==> src/rtl/serial_divider_if.sv <==
// Start/ready handshake bundle shared by the serial divider and its requester.
interface serial_divider_if;
  logic        start;
  logic [15:0] Dividend;
  logic [7:0]  Divisor;
  logic [7:0]  Quotient;
  logic [7:0]  Remainder;
  logic        ready;
  logic        dbz;
  logic        ovf;

  modport master (
    output start, Dividend, Divisor,
    input  Quotient, Remainder, ready, dbz, ovf
  );

  modport slave (
    input  start, Dividend, Divisor,
    output Quotient, Remainder, ready, dbz, ovf
  );
endinterface

==> src/rtl/serial_divider.sv <==
// Restoring divider: 16-bit dividend / 8-bit divisor -> 8-bit quotient and remainder, one bit per clock.
// Define SIGNED_DIV_EN for two's-complement operands (adds one sign-fix cycle after the iterations).
module serial_divider (
  input logic             clk,
  input logic             rst,
  serial_divider_if.slave bus
);

  typedef enum logic [2:0] {
    IDLE,
    EARLY,
    RUN,
    DONE
`ifdef SIGNED_DIV_EN
    , FIX
`endif
  } state_t;

  state_t     state;
  logic [2:0] cnt;

  // Working registers: partial remainder, quotient/dividend shift register, divisor
  logic [7:0] rem_w;
  logic [7:0] quo_w;
  logic [7:0] div_w;
  logic [7:0] exit_rem;
  logic       exit_dbz;

  logic [15:0] dvd_mag;
  logic [7:0]  dsr_mag;
  logic        ovf_chk;

`ifdef SIGNED_DIV_EN
  logic signed [15:0] dvd_s;
  logic signed [7:0]  dsr_s;
  logic               neg_q;
  logic               neg_r;

  function automatic logic [7:0] apply_sign(input logic [7:0] mag, input logic neg);
    logic signed [7:0] m;
    m = $signed(mag);
    return neg ? $unsigned(-m) : mag;
  endfunction

  // A magnitude quotient of 128 or more cannot be represented; -128 is rejected too
  always_comb begin
    dvd_s   = $signed(bus.Dividend);
    dsr_s   = $signed(bus.Divisor);
    dvd_mag = $unsigned((dvd_s < 0) ? -dvd_s : dvd_s);
    dsr_mag = $unsigned((dsr_s < 0) ? -dsr_s : dsr_s);
    ovf_chk = dvd_mag[15:7] >= {1'b0, dsr_mag};
  end
`else
  always_comb begin
    dvd_mag = bus.Dividend;
    dsr_mag = bus.Divisor;
    ovf_chk = bus.Dividend[15:8] >= bus.Divisor;
  end
`endif

  // One restoring step; the 8-bit difference is exact whenever the trial subtraction succeeds
  logic [8:0] rem_sh;
  logic       ge;
  logic [7:0] diff;
  logic [7:0] rem_nx;
  logic [7:0] quo_nx;

  always_comb begin
    rem_sh = {rem_w, quo_w[7]};
    ge     = rem_sh >= {1'b0, div_w};
    diff   = rem_sh[7:0] - div_w;
    rem_nx = ge ? diff : rem_sh[7:0];
    quo_nx = {quo_w[6:0], ge};
  end

  // Datapath: loaded on start, shifted while running, never reset
  always_ff @(posedge clk) begin
    if (bus.start) begin
      rem_w    <= dvd_mag[15:8];
      quo_w    <= dvd_mag[7:0];
      div_w    <= dsr_mag;
      exit_dbz <= (bus.Divisor == 8'h00);
      exit_rem <= (bus.Divisor == 8'h00) ? bus.Dividend[7:0] : 8'h00;
`ifdef SIGNED_DIV_EN
      neg_q    <= bus.Dividend[15] ^ bus.Divisor[7];
      neg_r    <= bus.Dividend[15];
`endif
    end else if (state == RUN) begin
      rem_w <= rem_nx;
      quo_w <= quo_nx;
    end
  end

  // Control FSM with registered outputs
  always_ff @(posedge clk) begin
    if (rst) begin
      state         <= IDLE;
      cnt           <= 3'd0;
      bus.Quotient  <= 8'h00;
      bus.Remainder <= 8'h00;
      bus.ready     <= 1'b1;
      bus.dbz       <= 1'b0;
      bus.ovf       <= 1'b0;
    end else if (bus.start) begin
      state     <= ((bus.Divisor == 8'h00) || ovf_chk) ? EARLY : RUN;
      cnt       <= 3'd0;
      bus.ready <= 1'b0;
      bus.dbz   <= 1'b0;
      bus.ovf   <= 1'b0;
    end else begin
      case (state)
        EARLY: begin
          bus.Quotient  <= 8'hFF;
          bus.Remainder <= exit_rem;
          bus.dbz       <= exit_dbz;
          bus.ovf       <= !exit_dbz;
          bus.ready     <= 1'b1;
          state         <= DONE;
        end
        RUN: begin
          cnt <= cnt + 3'd1;
          if (cnt == 3'd7) begin
`ifdef SIGNED_DIV_EN
            state <= FIX;
`else
            bus.Quotient  <= quo_nx;
            bus.Remainder <= rem_nx;
            bus.ready     <= 1'b1;
            state         <= DONE;
`endif
          end
        end
`ifdef SIGNED_DIV_EN
        FIX: begin
          bus.Quotient  <= apply_sign(quo_w, neg_q);
          bus.Remainder <= apply_sign(rem_w, neg_r);
          bus.ready     <= 1'b1;
          state         <= DONE;
        end
`endif
        default: ;
      endcase
    end
  end

endmodule

==> src/flat_wrapper.sv <==
// flat-port wrapper written by rule: the top's interface ports become plain ports
module serial_divider_flat 
  (clk, rst, bus_start, bus_Dividend, bus_Divisor, bus_Quotient, bus_Remainder, bus_ready, bus_dbz, bus_ovf);
  serial_divider_if bus_i ();
  input logic clk;
  input logic rst;
  input wire logic [$bits(bus_i.start)-1:0] bus_start;
  input wire logic [$bits(bus_i.Dividend)-1:0] bus_Dividend;
  input wire logic [$bits(bus_i.Divisor)-1:0] bus_Divisor;
  output wire logic [$bits(bus_i.Quotient)-1:0] bus_Quotient;
  output wire logic [$bits(bus_i.Remainder)-1:0] bus_Remainder;
  output wire logic [$bits(bus_i.ready)-1:0] bus_ready;
  output wire logic [$bits(bus_i.dbz)-1:0] bus_dbz;
  output wire logic [$bits(bus_i.ovf)-1:0] bus_ovf;
  assign bus_i.start = bus_start;
  assign bus_i.Dividend = bus_Dividend;
  assign bus_i.Divisor = bus_Divisor;
  assign bus_Quotient = bus_i.Quotient;
  assign bus_Remainder = bus_i.Remainder;
  assign bus_ready = bus_i.ready;
  assign bus_dbz = bus_i.dbz;
  assign bus_ovf = bus_i.ovf;
  serial_divider u_core (.clk(clk), .rst(rst), .bus(bus_i));
endmodule
==> config.mk <==
export PLATFORM = sky130hd
export DESIGN_NAME = serial_divider_flat
export DESIGN_NICKNAME = d
export VERILOG_FILES = /design/src/rtl/serial_divider_if.sv /design/src/rtl/serial_divider.sv /design/src/flat_wrapper.sv
export SDC_FILE = /design/constraint.sdc
export NUM_CORES = 1
export LEC_CHECK = 0
export CORE_ASPECT_RATIO = 0.75
export CORE_MARGIN = 3
export CORE_UTILIZATION = 30
export CTS_CLUSTER_DIAMETER = 80
export DETAILED_ROUTE_END_ITERATION = 7
export SYNTH_ARGS = -nofsm -noshare
export SYNTH_HDL_FRONTEND = slang
export SYNTH_SLANG_ARGS = --single-unit
==> constraint.sdc <==
create_clock -name clk -period 6.99 [get_ports clk]
set_input_delay 1.398 -clock clk [delete_from_list [all_inputs] [get_ports clk]]
set_output_delay 1.398 -clock clk [all_outputs]
set_load 0.01 [all_outputs]
==> results of run 1 <==
flip-flops by register name, summed over array words and instances (netlist names):
| register | flops |
|---|---|
| u_core.exit_dbz | 1 |
| u_core.quo_w | 8 |
| u_core.bus.ovf | 1 |
| u_core.cnt | 3 |
| u_core.bus.ready | 1 |
| u_core.div_w | 8 |
| u_core.exit_rem | 8 |
| u_core.bus.Quotient | 8 |
| u_core.bus.dbz | 1 |
| u_core.bus.Remainder | 8 |
| u_core.rem_w | 8 |
| u_core.state | 2 |
layout by cell type (no fill, tap or decap), drive strengths merged, types with 4 or more instances in the layout:
cell type | synthesis | routed
clkdlybuf4s50 | 0 | 44
and2 | 7 | 7
o21ai | 16 | 16
ha | 20 | 20
edfxtp | 33 | 33
mux2 | 12 | 12
xnor2 | 4 | 4
o21a | 4 | 4
dfxtp | 24 | 24
inv | 26 | 26
clkbuf | 7 | 15
mux2i | 13 | 13
nand2 | 4 | 4
and3 | 7 | 7
a21oi | 11 | 11
or3 | 10 | 10
nor2 | 26 | 26
power breakdown:
group / total [mW] / internal [mW] / switching (mW)
sequential: 0.431 / 0.407 / 0.0241
combinational: 0.310 / 0.142 / 0.168
clock: 0.477 / 0.325 / 0.152
kinds of logic (layout without fill, tap and decap cells):
logic type | Yosys count | in the layout | share of synthesized area (%)
XOR/XNOR | 5 | 5 | 1.48
AO/OA/AOI/OAI | 54 | 54 | 12.6
multiplexers | 25 | 25 | 8.97
buffers and inverters | 36 | 89 | 4.86
AND/OR/NAND/NOR | 72 | 72 | 13.2
flip-flops | 57 | 57 | 49.7
adder cells (fa/ha/maj) | 21 | 21 | 9.14
path summary, 6_finish.rpt:
| kind | startpoint | end | slack, ns | depth (start not counted) |
|---|---|---|---|---|
| setup / recovery | bus_start | u_core.bus.Remainder[6]$_SDFFE_PP0P_ | 3.59 | 8 |
| hold / removal | u_core.cnt[2]$_SDFFE_PP0P_ | u_core.cnt[2]$_SDFFE_PP0P_ | 0.50 | 2 |
| setup reg to reg | u_core.rem_w[5]$_DFFE_PP_ | u_core.rem_w[2]$_DFFE_PP_ | 3.91 | 6 |
| hold reg to reg | u_core.cnt[2]$_SDFFE_PP0P_ | u_core.cnt[2]$_SDFFE_PP0P_ | 0.50 | 2 |
per-layer routing:
layer | up-vias | global-route usage (%) | part of all wire (%)
li1 | 1078 | - | -
met1 | 1048 | 18.7 | 51
met2 | 53 | 19.0 | 42
met3 | 9 | 4.50 | 5.3
met4 | 0 | 4.53 | 1.1
met5 | - | 0 | 0
critical path, stage by stage:
cell	delay, ns
buf_2	0.07
buf_4	0.44
nor2_1	0.25
o21ai_1	0.54
or3_1	0.29
inv_1	0.11
and3_2	0.22
a211o_1	0.26
cell type report:
class / instances / area [sq um] / share of cell area, %
inverter: 26 / 97.6 / 2.52
tap: 128 / 160 / 4.14
sequential: 57 / 1470 / 38.0
clock inverter: 1 / 8.76 / 0.226
clock buffer: 15 / 332 / 8.56
timing repair buffer: 47 / 460 / 11.9
multi-input combinational: 177 / 1340 / 34.7
==> results.txt, run 1 <==
CTS tree: built
Slew Limit Fails: 0
Vias per Instance: 4.85
finished layout cell area: 0.00387 sq mm
total power: 1.22 mW
Setup Crit Path Kind: input port to register
CP max FO: 42
Area Overhead vs Synth: 30.9%
worst path arrival time: 3.61 ns
utilization after layout: 41.6%
Synth Net Count: 318
EDFF count, synth: 33
placed cell area: 0.00353 sq mm
Slew @ Worst Pin: 0.897 ns
Initial DRC Count: 115
fin crit period: 3.40 ns
# placed instances: 435
Finished Layout Cells: 451
ratio of cells with drive above 1 in the final layout: 12.1%
post-synthesis async set-or-reset flop share: 0%
antenna-violating nets left: 0
RSZ-0062 raised after global routing: false
status: completed
Synth top cells by count: 33 x edfxtp_1, 26 x inv_1, 25 x nor2_1
# diodes: 0
setup ws final: 3.59 ns
PD cells: 315 mW/mm^2
synthesized area per cell: 11.0 sq um
crit end category: register
Nets: 366
first-pass GRT wire length: 11400 um
crit path launch type: input port
final hold vios: 0
Fin Setup TNS: 0 ns
root buffer cell: clkbuf_16
Post-DP HPWL: 5090 um
IO Count: 46
vias in the first global route: 2187
Static Leak: 1.55 nW
max-slew headroom at the worst pin: 39.8%
post-synthesis sequential area ratio: 49.7%
starting density of the core: 31.8%
top cell type's share of synthesized area: 33.5%
fill count: 924
H-tree levels: 3
die area: 0.0111 sq mm
CTS Sinks: 57
hold buffer count at cts: 0
DR WL/cell: 15.5 um
VDD IR-drop max: 0.114 mV
Mapped Cells: 270
YS warnings: 0
# DRC: 0
initial antenna violation count: 0
Top FF cell, synth: edfxtp_1
die height: 92.0 um
Max Buffers Root-to-Sink: 2
routed via count: 2188
Max Clock Freq: 294 MHz
skew final: 0.00742 ns
placer congestion estimate: 0.797
post-synth top area cell: edfxtp_1
PortBufs: 45
Critical Path RT: 7.20 ns
post-CTS setup buffers: 0
pin count of the biggest net entering global routing: 43
drt pass-1 iters: 5
drt total wl: 7000 um
final worst path period share: 48.6%
x dimension of the die: 121 um
total CTS buffers: 9
Core ar.: 0.00931 sq mm
cell with the most instances after synthesis: edfxtp_1
dpl ws: 3.26 ns
GRT overflow: 0
clk_lat worst skew: 0.32 ns
CTS clk-pin slew, worst paths: 0.05 ns
Hold Path Class: register to register
std cell rows: 30
post-cts sizing count: 0
total of max-cap violations: 0
Hold Slack: 0.502 ns
Overall Global Routing Usage: 13.3%
flops & latches, synth: 57
Distinct cells, synth: 50
Final setup viols: 0
top cells by area, synth: edfxtp_1 34%, dfxtp_1 16%, ha_1 8.5%
mapped cell area: 0.00296 sq mm
No activity file was read; power rests on OpenSTA's default activity.
==> run 2: changes to the inputs <==
- clock period: 6.99 -> 3.4 ns (I/O delays scaled with it)
==> run 2 against run 1 <==
Against the previous run:
- die area unchanged
- via count down 0.32%
- clock power up 90%
- cell area down 0.52%
- routed wire length up 5.8%
- sequential cell count unchanged
- global-route usage up 0.65 points
- sequential power up 110%
- power up 100%
==> results.txt, run 2 (same netlist as run 1, synthesis figures left out) <==
reg-to-reg critical path endpoint: u_core.rem_w[5]$_DFFE_PP_
final worst path period share: 79.0%
worst path arrival time: 2.75 ns (-0.86 ns)
total of max-cap violations: 0 (unchanged)
fill count: 925 (+0.11%)
Register-to-Register Path Depth: 7 (+1)
commonest cells after routing, fill and taps aside: 44 x clkdlybuf4s50_1, 33 x edfxtp_1, 26 x inv_1
H-tree levels: 3 (unchanged)
post-cts sizing count: 0 (unchanged)
Nets: 369 (+0.82%)
first-pass GRT wire length: 11700 um (+2.8%)
total CTS buffers: 9 (unchanged)
Sw Pwr: 720 uW (+110%)
PortBufs: 45 (unchanged)
max-slew headroom at the worst pin: 65.2% (+25 points)
root buffer cell: clkbuf_16
CTS Sinks: 57 (unchanged)
ratio of cells with drive above 1 in the final layout: 12.9% (+0.81 points)
total power: 2.44 mW (+100%)
Post-DP HPWL: 5310 um (+4.3%)
Slew @ Worst Pin: 0.522 ns (-0.375 ns)
Vias per Instance: 4.80 (-0.98%)
Clk pwr share: 37.1% (-2.0 points)
vias in the first global route: 2123 (-2.9%)
Multi-input gate area: 0.00134 sq mm (unchanged)
end point of the critical path: u_core.rem_w[5]$_DFFE_PP_
commonest non-fill, non-tap cell in the layout: clkdlybuf4s50_1
Final setup viols: 0 (unchanged)
Fin Setup TNS: 0 ns (unchanged)
finished layout cell area: 0.00385 sq mm (-0.52%)
Setup Crit Path Kind: register to register
setup ws final: 0.713 ns (-2.88 ns)
placed cell area: 0.00355 sq mm (+0.64%)
drt total wl: 7410 um (+5.8%)
Setup crit start: u_core.rem_w[5]$_DFFE_PP_
Finished Layout Cells: 454 (+0.67%)
Slew Limit Fails: 0 (unchanged)
Flop pwr share: 36.3% (+0.9 points)
Hold Path Class: register to register
Cell Int Power: 1.72 mW (+97%)
crit path launch type: register
skew final: 0.00690 ns (-0.000514 ns)
dpl ws: 0.626 ns (-2.63 ns)
fin crit period: 2.69 ns
Initial DRC Count: 125 (+8.7%)
# placed instances: 438 (+0.69%)
Core ar.: 0.00931 sq mm (unchanged)
status: completed
placer congestion estimate: 0.799 (+0.25%)
final hold vios: 0 (unchanged)
pin count of the biggest net entering global routing: 42 (-2.3%)
antenna-violating nets left: 0 (unchanged)
Max Buffers Root-to-Sink: 2 (unchanged)
# DRC: 0 (unchanged)
clk_lat worst skew: 0.34 ns (+0.02 ns)
# diodes: 0 (unchanged)
R2R Setup Slk: 0.71 ns (-3.20 ns)
Reg area: 0.00147 sq mm (unchanged)
x dimension of the die: 121 um (unchanged)
Overall Global Routing Usage: 13.9% (+0.65 points)
VDD IR-drop max: 0.355 mV (+210%)
Static Leak: 1.54 nW (-0.74%)
die height: 92.0 um (unchanged)
Crit Reg-Reg Startpoint: u_core.rem_w[5]$_DFFE_PP_
hold buffer count at cts: 0 (unchanged)
Area Overhead vs Synth: 30.2%
IO Count: 46 (unchanged)
CP max FO: 9 (-79%)
RSZ-0062 raised after global routing: false
DR WL/cell: 16.3 um (+5.1%)
Logic pwr share: 26.6% (+1.1 points)
initial antenna violation count: 0 (unchanged)
std cell rows: 30 (unchanged)
drt pass-1 iters: 4 (-1)
Hold Path Depth: 2 (unchanged)
Critical Path RT: 3.46 ns (-3.74 ns)
routed via count: 2181 (-0.32%)
Sw Share: 29.5% (+1.2 points)
starting density of the core: 31.8% (unchanged)
die area: 0.0111 sq mm (unchanged)
CTS clk-pin slew, worst paths: 0.05 ns (about the same)
crit end category: register
CTS tree: built
Max Clock Freq: 372 MHz
GRT overflow: 0 (unchanged)
post-CTS setup buffers: 0 (unchanged)
PD cells: 634 mW/mm^2 (+100%)
[run 2: cell types whose count changed in the layout (fill, tap and decap cells not counted), sizes merged]
cell,before,now
bufinv,0,1
clkbuf,15,11
clkinvlp,0,2
clkinv,1,2
buf,3,6
[run 2: per-stage QoR]
stage	util, %	hold slack, ns
floorplan	-	0.465
global placement	38.2	0.479
detailed placement	38.2	0.484
CTS	41.4	0.512
global route	41.4	0.533
finish	41.4	0.502
[run 2: worst min-delay path by stage]
| stage | startpoint | endpoint | slack, ns |
|---|---|---|---|
| 2_1_floorplan | u_core.cnt[1]$_SDFFE_PP0P_ | u_core.cnt[1]$_SDFFE_PP0P_ | 0.46 |
| 5_1_grt | u_core.bus.Quotient[0]$_SDFFE_PP0P_ | u_core.bus.Quotient[0]$_SDFFE_PP0P_ | 0.53 |
| 6_report | u_core.cnt[2]$_SDFFE_PP0P_ | u_core.cnt[2]$_SDFFE_PP0P_ | 0.50 |
| 3_5_place_dp | u_core.bus.dbz$_SDFFE_PP0P_ | u_core.bus.dbz$_SDFFE_PP0P_ | 0.48 |
| 3_3_place_gp | u_core.cnt[2]$_SDFFE_PP0P_ | u_core.cnt[2]$_SDFFE_PP0P_ | 0.48 |
| 4_1_cts | u_core.bus.dbz$_SDFFE_PP0P_ | u_core.bus.dbz$_SDFFE_PP0P_ | 0.51 |
[run 2: final cells by class]
type	count	area share [%]
sequential	57	38.2
multi-input combinational	177	34.8
timing repair buffer	50	12.5
clock buffer	11	6.30
tap	128	4.16
inverter	26	2.53
clock inverter	5	1.43
[run 2: per-layer routing]
| layer | share of wire, % | vias up | GRT usage, % |
|---|---|---|---|
| met5 | 0 | - | 0 |
| met1 | 52 | 1035 | 19.8 |
| met3 | 5.7 | 5 | 5.73 |
| met4 | 0.93 | 0 | 3.68 |
| li1 | - | 1083 | - |
| met2 | 42 | 58 | 19.4 |
[run 2: power groups by stage]
| stage | clock network, mW | registers, mW | logic, mW |
|---|---|---|---|
| detailed placement | 0 | 0.899 | 0.641 |
| floorplan | 0 | 0.895 | 0.424 |
| finish | 0.906 | 0.886 | 0.651 |
| global placement | 0 | 0.898 | 0.629 |
| global route | 0.951 | 0.896 | 0.713 |
| CTS | 0.918 | 0.886 | 0.647 |
[run 2: worst max-delay path: stages, from the launching register on]
cell	delay [ns]
edfxtp_1	0.40
ha_1	0.40
a21o_1	0.23
a2111o_1	0.42
a41oi_2	0.30
buf_4	0.24
mux2i_1	0.30
mux2i_1	0.12
==> RTL edit (settings of run 2) <==
Encoding of `state_t`: now one-hot (4 bits for 4 states).
--- a/src/rtl/serial_divider.sv
+++ b/src/rtl/serial_divider.sv
@@ -6,11 +6,11 @@
   serial_divider_if.slave bus
 );
 
-  typedef enum logic [2:0] {
-    IDLE,
-    EARLY,
-    RUN,
-    DONE
+  typedef enum logic [3:0] {
+    IDLE  = 4'b0001,
+    EARLY = 4'b0010,
+    RUN   = 4'b0100,
+    DONE  = 4'b1000
 `ifdef SIGNED_DIV_EN
     , FIX
 `endif
Formal check against the unedited RTL: same outputs for any inputs over 4 cycles, from zero or initial values and one cycle with rst high; so few cycles prove little.
==> RTL edit against run 2 <==
  * Utilization shrank 0.23 points
  * Worst setup slack improved by 0.12 ns
  * Sequential cell count grew 2
  * Hold slack worse by 0.038 ns
  * Count of clock-buffer cells in the layout is 2 lower
  * Clock skew is essentially flat
  * Critical path depth down 1
  * Wire length grew 1.7%
  * Cell area is 4.8% higher
  * Area after synthesis up 4.2%
  * Power fell by 9.5%
==> RTL edit: results (changes against run 2) <==
POST-PLACE-CELLS=463  # +5.7%
CRITICAL_PATH.SLOWEST_CELL='sky130_fd_sc_hd__edfxtp_1'
GP_CONGESTION=0.783  # -2.1%
PWR.GROUP.SEQUENTIAL_mW=0.840  # -5.2%
POST_SYNTH_NUM_CELL_TYPES=52  # +4.0%
DETAIL_ROUTE.ITER0.VIOLATIONS=112  # -10%
TRANSITION_TIME_AT_THE_PIN_WITH_THE_LEAST_SLEW_MARGIN_NS=0.764  # +0.242 ns
WORST-R2R-SETUP-SLACK_NS=0.84  # +0.12 ns
POWER_DENSITY_nW_PER_UM2=548  # -14%
REG2REG_TO='u_core.quo_w[0]'
POWER_REPORT.INTERNAL_TOTAL_mW=1.63  # -5.3%
WORST_R2R_STARTPOINT='u_core.rem_w[5]'
FINISH.CELL_COUNT_WITHOUT_FILLERS=479  # +5.5%
PLACE_AREA_UM2=3710  # +4.4%
ARRIVAL_NS=2.65  # -0.10 ns
STATUS='completed'
SYNTH_TOP_CELLS_BY_COUNT='sky130_fd_sc_hd__edfxtp_1 (33), sky130_fd_sc_hd__dfxtp_1 (26), sky130_fd_sc_hd__nor2_1 (24), sky130_fd_sc_hd__inv_1 (19)'
ROUTED_VIA_DENSITY=4.93  # +2.6%
GRT_PASS1_VIAS=2418  # +14%
SEQUENTIAL_SHARE_OF_THE_SYNTHESIZED_AREA_PCT=49.0  # -0.70 points
WHS_ENDPOINT='u_core.cnt[1]'
VDD_IR_DROP_MAX_uV=206  # -42%
POST-DP-HPWL_MM=5.56  # +4.9%
WIRE_LENGTH_OF_THE_FIRST_GLOBAL_ROUTING_PASS_MM=12.4  # +5.9%
FINAL.SETUP_SKEW_NS=0.00663  # -0.000270 ns
FF2FF_PATH_DEPTH=6  # -1
START_POINT_OF_THE_WORST_MIN_DELAY_PATH='u_core.cnt[1]'
WL_PER_CELL_UM=15.7  # -3.6%
PLACE_WORST_SETUP_SLACK_NS=0.586  # -0.0408 ns
SYNTH_NETS=338  # +6.3%
POST_ROUTE_CELLS_DRIVE_ABOVE_1_SHARE_PCT=14.4  # +1.5 points
TOTAL_TRACK_USAGE_PCT=14.2  # +0.24 points
FINAL_NETS=388  # +5.1%
CELLLEAKAGEPOWER_nW=1.55  # +0.92%
SYNTH_AREA_LEADERS='sky130_fd_sc_hd__edfxtp_1 (32%), sky130_fd_sc_hd__dfxtp_1 (17%), sky130_fd_sc_hd__ha_1 (7.3%)'
FINAL.FILL_COUNT=945  # +2.2%
PIN_COUNT_OF_THE_BIGGEST_NET_ENTERING_GLOBAL_ROUTING=27  # -36%
NETLIST_INSTANCES=292  # +8.1%
==> RTL edit: worst max-delay path by stage <==
| stage | depth (start not counted) | endpoint | start | slack (ns) |
|---|---|---|---|---|
| after floorplan | 8 | u_core.bus.Remainder[5] | u_core.rem_w[5] | 1.16 |
| after global placement | 8 | u_core.state[1] | bus_Divisor[5] | 0.73 |
| after detailed placement | 8 | u_core.state[1] | bus_Divisor[5] | 0.59 |
| after CTS | 6 | u_core.quo_w[0] | u_core.rem_w[5] | 0.86 |
| after global routing | 7 | u_core.bus.Remainder[5] | u_core.rem_w[1] | 0.72 |
| final | 6 | u_core.quo_w[0] | u_core.rem_w[5] | 0.84 |
==> RTL edit: kinds of logic (layout without fill, tap and decap cells) <==
family / count (synthesis) / count (layout) / synth area share, %
and+or+nand+nor: 91 / 91 / 15.3
AOI/OAI and AO/OA: 71 / 71 / 17.3
DFF: 59 / 59 / 49.0
buffers and inverters: 35 / 90 / 4.55
adders and majority gates: 19 / 19 / 7.96
muxes: 14 / 14 / 4.95
xor gates and xnor gates: 3 / 3 / 0.853
==> RTL edit: final cells by class <==
type	count	area, µm²	share of cell area, %
well taps	132	165	4.09
flip-flops and latches	59	1510	37.4
inverters	20	75.1	1.86
clock inverters	7	101	2.51
repair buffers	54	518	12.8
multi-input cells	198	1440	35.7
clock buffers	9	225	5.58
==> RTL edit: metal layers <==
| layer | global-route usage, % | share of wire [%] |
|---|---|---|
| met5 | 0 | 0 |
| met4 | 4.98 | 1.7 |
| met3 | 4.46 | 4.8 |
| met2 | 21.4 | 46 |
| met1 | 19.1 | 48 |
==> RTL edit: metrics by stage <==
step	util [%]	hold slack, ns
2_1_floorplan	-	0.440
3_3_place_gp	37.8	0.445
3_5_place_dp	37.8	0.460
4_1_cts	41.2	0.470
5_1_grt	41.2	0.499
6_report	41.2	0.464
